--- src/rtl/des_key_schedule_rev.sv ---
// DES key schedule that emits the 16 round subkeys in decryption order (K16 first, K1 last)
// using a valid/ready handshake. It takes the C0/D0 halves that come out of PC-1.
module des_key_schedule_rev (
    input  logic        Clk,
    input  logic        Reset,
    input  logic        Start,
    input  logic [27:0] C0,
    input  logic [27:0] D0,
    input  logic        Ready,
    output logic        Key_valid,
    output logic [47:0] Subkey,
    output logic [3:0]  Round,
    output logic        Busy,
    output logic        Done
);

    typedef enum logic {
        IDLE = 1'b0,
        EMIT = 1'b1
    } state_t;

    // FIPS 46-3 PC-2, 1-based positions into the 56-bit CD word; CD bit 1 is the MSB
    localparam logic [5:0] PC2_TAB [48] = '{
        6'd14, 6'd17, 6'd11, 6'd24, 6'd1,  6'd5,
        6'd3,  6'd28, 6'd15, 6'd6,  6'd21, 6'd10,
        6'd23, 6'd19, 6'd12, 6'd4,  6'd26, 6'd8,
        6'd16, 6'd7,  6'd27, 6'd20, 6'd13, 6'd2,
        6'd41, 6'd52, 6'd31, 6'd37, 6'd47, 6'd55,
        6'd30, 6'd40, 6'd51, 6'd45, 6'd33, 6'd48,
        6'd44, 6'd49, 6'd39, 6'd56, 6'd34, 6'd53,
        6'd46, 6'd42, 6'd50, 6'd36, 6'd29, 6'd32
    };

    function automatic logic [47:0] pc2(input logic [55:0] cd);
        logic [47:0] k;
        logic [5:0]  pos;
        k = '0;
        for (int unsigned i = 0; i < 48; i++) begin
            pos = 6'd56 - PC2_TAB[6'(i)];
            k[6'(47 - i)] = cd[pos];
        end
        return k;
    endfunction

    function automatic logic [27:0] rotr(input logic [27:0] v, input logic one);
        return one ? {v[0], v[27:1]} : {v[1:0], v[27:2]};
    endfunction

    state_t      state_q, state_d;
    logic [27:0] c_q, c_d;
    logic [27:0] d_q, d_d;
    logic [3:0]  round_q, round_d;
    logic        done_q, done_d;
    logic        shift_one;

    always_ff @(posedge Clk or negedge Reset) begin
        if (!Reset) begin
            state_q <= IDLE;
            c_q     <= '0;
            d_q     <= '0;
            round_q <= '0;
            done_q  <= 1'b0;
        end else begin
            state_q <= state_d;
            c_q     <= c_d;
            d_q     <= d_d;
            round_q <= round_d;
            done_q  <= done_d;
        end
    end

    // Undoing the encryption left shifts: the step leaving round index r reverses the shift of DES round r+1
    assign shift_one = (round_q == 4'd15) || (round_q == 4'd8) || (round_q == 4'd1);

    always_comb begin
        state_d = state_q;
        c_d     = c_q;
        d_d     = d_q;
        round_d = round_q;
        done_d  = 1'b0;
        case (state_q)
            IDLE: begin
                if (Start) begin
                    c_d     = C0;
                    d_d     = D0;
                    round_d = 4'd15;
                    state_d = EMIT;
                end
            end
            EMIT: begin
                if (Ready) begin
                    if (round_q == 4'd0) begin
                        state_d = IDLE;
                        done_d  = 1'b1;
                    end else begin
                        c_d     = rotr(c_q, shift_one);
                        d_d     = rotr(d_q, shift_one);
                        round_d = round_q - 4'd1;
                    end
                end
            end
            default: state_d = IDLE;
        endcase
    end

    assign Key_valid = (state_q == EMIT);
    assign Busy      = (state_q == EMIT);
    assign Done      = done_q;
    assign Round     = round_q;
    assign Subkey    = pc2({c_q, d_q});

endmodule

--- config.mk ---
export PLATFORM = sky130hd
export DESIGN_NAME = des_key_schedule_rev
export DESIGN_NICKNAME = d
export VERILOG_FILES = /design/src/rtl/des_key_schedule_rev.sv
export SDC_FILE = /design/constraint.sdc
export NUM_CORES = 1
export LEC_CHECK = 0
export ABC_CLOCK_PERIOD_IN_PS = 2700
export BUFFER_PORTS_ARGS = -buffer_cell sky130_fd_sc_hd__buf_2
export CELL_PAD_IN_SITES_DETAIL_PLACEMENT = 1
export CELL_PAD_IN_SITES_GLOBAL_PLACEMENT = 1
export CORE_ASPECT_RATIO = 0.7
export CORE_MARGIN = 2
export CORE_UTILIZATION = 40
export DETAILED_ROUTE_END_ITERATION = 8
export PLACE_DENSITY = 0.81
export SLEW_MARGIN = 20
export SYNTH_ARGS = -nofsm -noshare
export SYNTH_HDL_FRONTEND = slang
export SYNTH_SLANG_ARGS = --single-unit
--- constraint.sdc ---
create_clock -name Clk -period 2.7 [get_ports Clk]
set_clock_uncertainty 0.2 [all_clocks]
set_input_delay 0.54 -clock Clk [delete_from_list [all_inputs] [get_ports Clk]]
set_output_delay 0.54 -clock Clk [all_outputs]
set_load 0.02 [all_outputs]
==> flow_summary_export.csv <==
group,metric,value,unit
status,status,"finished, final reports clean",
routing,ant_nets,0,
pwr,clkPwrFrac,0.196,
clock_tree,clock_sinks,62,
die,die_y,92.9,um
synth,synth_cells,512,
clock_tree,cts_tree,"yes",
synth,synthTopCellsByArea,"dfrtp_1 34%, mux2i_1 13%, buf_4 9.6%, nand3_1 8.5%, a22o_1 7.4%",
die,die_w,131,um
global_routing,track_usage,0.214,
pwr,combinationalPowerShare,0.519,
worst_setup_path,arrival,2.45,ns
worst_setup_path,critPathRequiredTime,2.72,ns
final_layout,synthToLayoutAreaGrowth,13.8,%
die,die_area,12200,um^2
global_routing,grt_max_degree,86,
clock_tree,cts_resized,0,
synth,synth.cell_area,4520,um^2
run,cap_violations,0,
sta,fmax,412,MHz
pwr,intPower,3.50,mW
global_routing,grt_pass1_wl,20.7,mm
worst_setup_path,crit_fanout,56,
sta,fin_ws,0.275,ns
final_layout,final_common_cell,"buf_2",
pwr,p_sw_frac,0.461,
routing,drc,0,
final_layout,final_nets,612,
pwr,p_per_area,1260,nW/um^2
clock_tree,postCtsSetupRepairBufs,0,
clock_tree,cts-hold-fix-buffers,0,
sta,holdWs,0.00606,ns
worst_setup_path,r2r_cells,7,
sta,rsz0062_at_grt,"no",
final_layout,instances_no_fill,706,
routing,wire_per_inst,17.8,um
placed_design,place_inst,690,
clock_tree,h-tree-depth,3,
synth,synth_nets,576,
routing,drt_iter0_drc,174,
min_path,hp-class,"primary input to asynchronous set/reset pin",
routing,drt_pass1_iterations,4,
placed_design,post-dp-hpwl,8.21,mm
pwr,peakVddDrop,0.731,mV
global_routing,grt.overflow.total,0,
final_layout,fill_cells,1309,
routing,drt_wl_total,12.5,mm
sta,slew_violations,0,
worst_setup_path,end_kind,"flop",
clock_tree,cts.clk_slew.worst_paths,0.06,ns
pwr,pwr-share-seq,0.285,
synth,ys_seq_area_frac,0.343,
pwr,power.total,6.50,mW
synth,syn_avg_cell_area,8.83,um^2
sta,finalCritPeriodShare,0.898,
die,num_rows,32,
final_layout,fin_area,5140,um^2
synth,synth_top_area_frac,0.343,
placed_design,place_area,4830,um^2
synth,synth.distinct_cells,25,
clock_tree,clkLatencyLatePin,0.34,ns
pwr,p_switching,2.99,mW
final_layout,final_cell_mix,"114 x buf_2, 81 x nor2_1, 77 x nand3_1, 60 x dfrtp_1, 57 x mux2i_1",
synth,synth-edff-count,0,
synth,synth_warnings,0,
synth,ys_ff_latch,62,
global_routing,grt_pass1_vias,4109,
synth,synth_top_area_cell,"dfrtp_1",
placed_design,globalplace.congestion,0.748,
sta,worst_pin_slew,0.766,ns
die,core-area,11000,um^2
pwr,p_leak,2.26,nW
final_layout,antennaDiodeCount,0,
die,initial_core_util,0.411,
clock_tree,cts_made_buffers,9,
sta,fin_crit,2.43,ns
die,ios,115,
sta,setup_viol,0,
clock_tree,cts_root_buffer,"clkbuf_16",
sta,slew_headroom,0.490,
worst_setup_path,reg2reg_slack,0.27,ns
placed_design,port_buffers,114,
worst_setup_path,cp-start-kind,"flop",
routing,vias_per_cell,5.75,
synth,synthArstFlopShare,1.00,
final_layout,drive_gt1_frac,0.266,
worst_setup_path,crit_type,"flop to flop",
global_routing,antenna_found_initial,0,
routing,vias,4060,
sta,finalHoldViolations,0,
clock_tree,clockBufferDepth,2,
synth,ys.flop_type,"dfrtp_1",
sta,finalSetupTns,0,ns
final_layout,final_util,0.467,
placed_design,place_ws,0.278,ns
worst max-delay path: stages, from the launching register on:
cell and delay [ns]:
dfrtp_1 0.43, inv_1 0.13, ha_1 0.24, or3b_4 0.44
a31oi_4 0.27, buf_12 0.28, nor2_1 0.09, a22o_1 0.21
per-layer routing:
metal / vias to the layer above / wire length, um / track usage
met2: 111 / 5940 / 0.354
li1: 1916 / - / -
met5: - / 0 / 0
met4: 0 / 158 / 0.0505
met1: 2018 / 5730 / 0.278
met3: 15 / 712 / 0.0583
path summary, 6_finish.rpt:
kind,from,to
setup / recovery,Round[0],c_q[18]
hold reg to reg,d_q[2],d_q[2]
hold / removal,Reset,c_q[22]
max in group asynchronous,Reset,Round[3]
min in group Clk,D0[3],d_q[3]
setup reg to reg,Round[0],c_q[18]
layout make-up:
type | instances | area [um^2] | area share
Clock inverter | 4 | 70.1 | 0.0136
Inverter | 2 | 7.51 | 0.00146
Multi-Input combinational cell | 348 | 2360 | 0.458
Sequential cell | 62 | 1560 | 0.303
Tap cell | 153 | 191 | 0.0372
Timing Repair Buffer | 125 | 716 | 0.139
Clock buffer | 12 | 246 | 0.0479
power groups by stage:
stage | clock network (mW) | logic, mW | registers, mW
after floorplan | 0 | 2.94 | 1.69
after global placement | 0 | 3.25 | 1.80
after detailed placement | 0 | 3.40 | 1.86
after CTS | 1.29 | 3.42 | 1.85
after global routing | 1.34 | 3.71 | 1.93
final | 1.27 | 3.37 | 1.85
cells in the mapped netlist, types with 2 or more instances:
| cell type | count |
|---|---|
| a22o_1 | 38 |
| a22oi_1 | 18 |
| buf_1 | 7 |
| buf_2 | 8 |
| buf_4 | 58 |
| buf_6 | 3 |
| clkbuf_1 | 24 |
| dfrtp_1 | 62 |
| ha_1 | 4 |
| inv_1 | 2 |
| mux2_2 | 2 |
| mux2i_1 | 58 |
| nand2_1 | 3 |
| nand3_1 | 77 |
| nand4_1 | 2 |
| nor2_1 | 81 |
| nor2b_1 | 2 |
| o2111ai_1 | 38 |
| o21ai_0 | 18 |
| xor2_1 | 2 |
cell families after synthesis:
logic type	count (synthesis)	share of synthesized area
compound gates	114	0.203
xor+xnor	2	0.00388
fa+ha+maj	4	0.0111
mux	60	0.133
flops	62	0.343
simple gates	168	0.166
buf+inv	102	0.140
state kept, by name, summed over array words and instances (netlist names):
register,cells
Done,1
c_q,28
Busy,1
Round,4
d_q,28
Note: power is estimated with default switching activity, not from simulation.
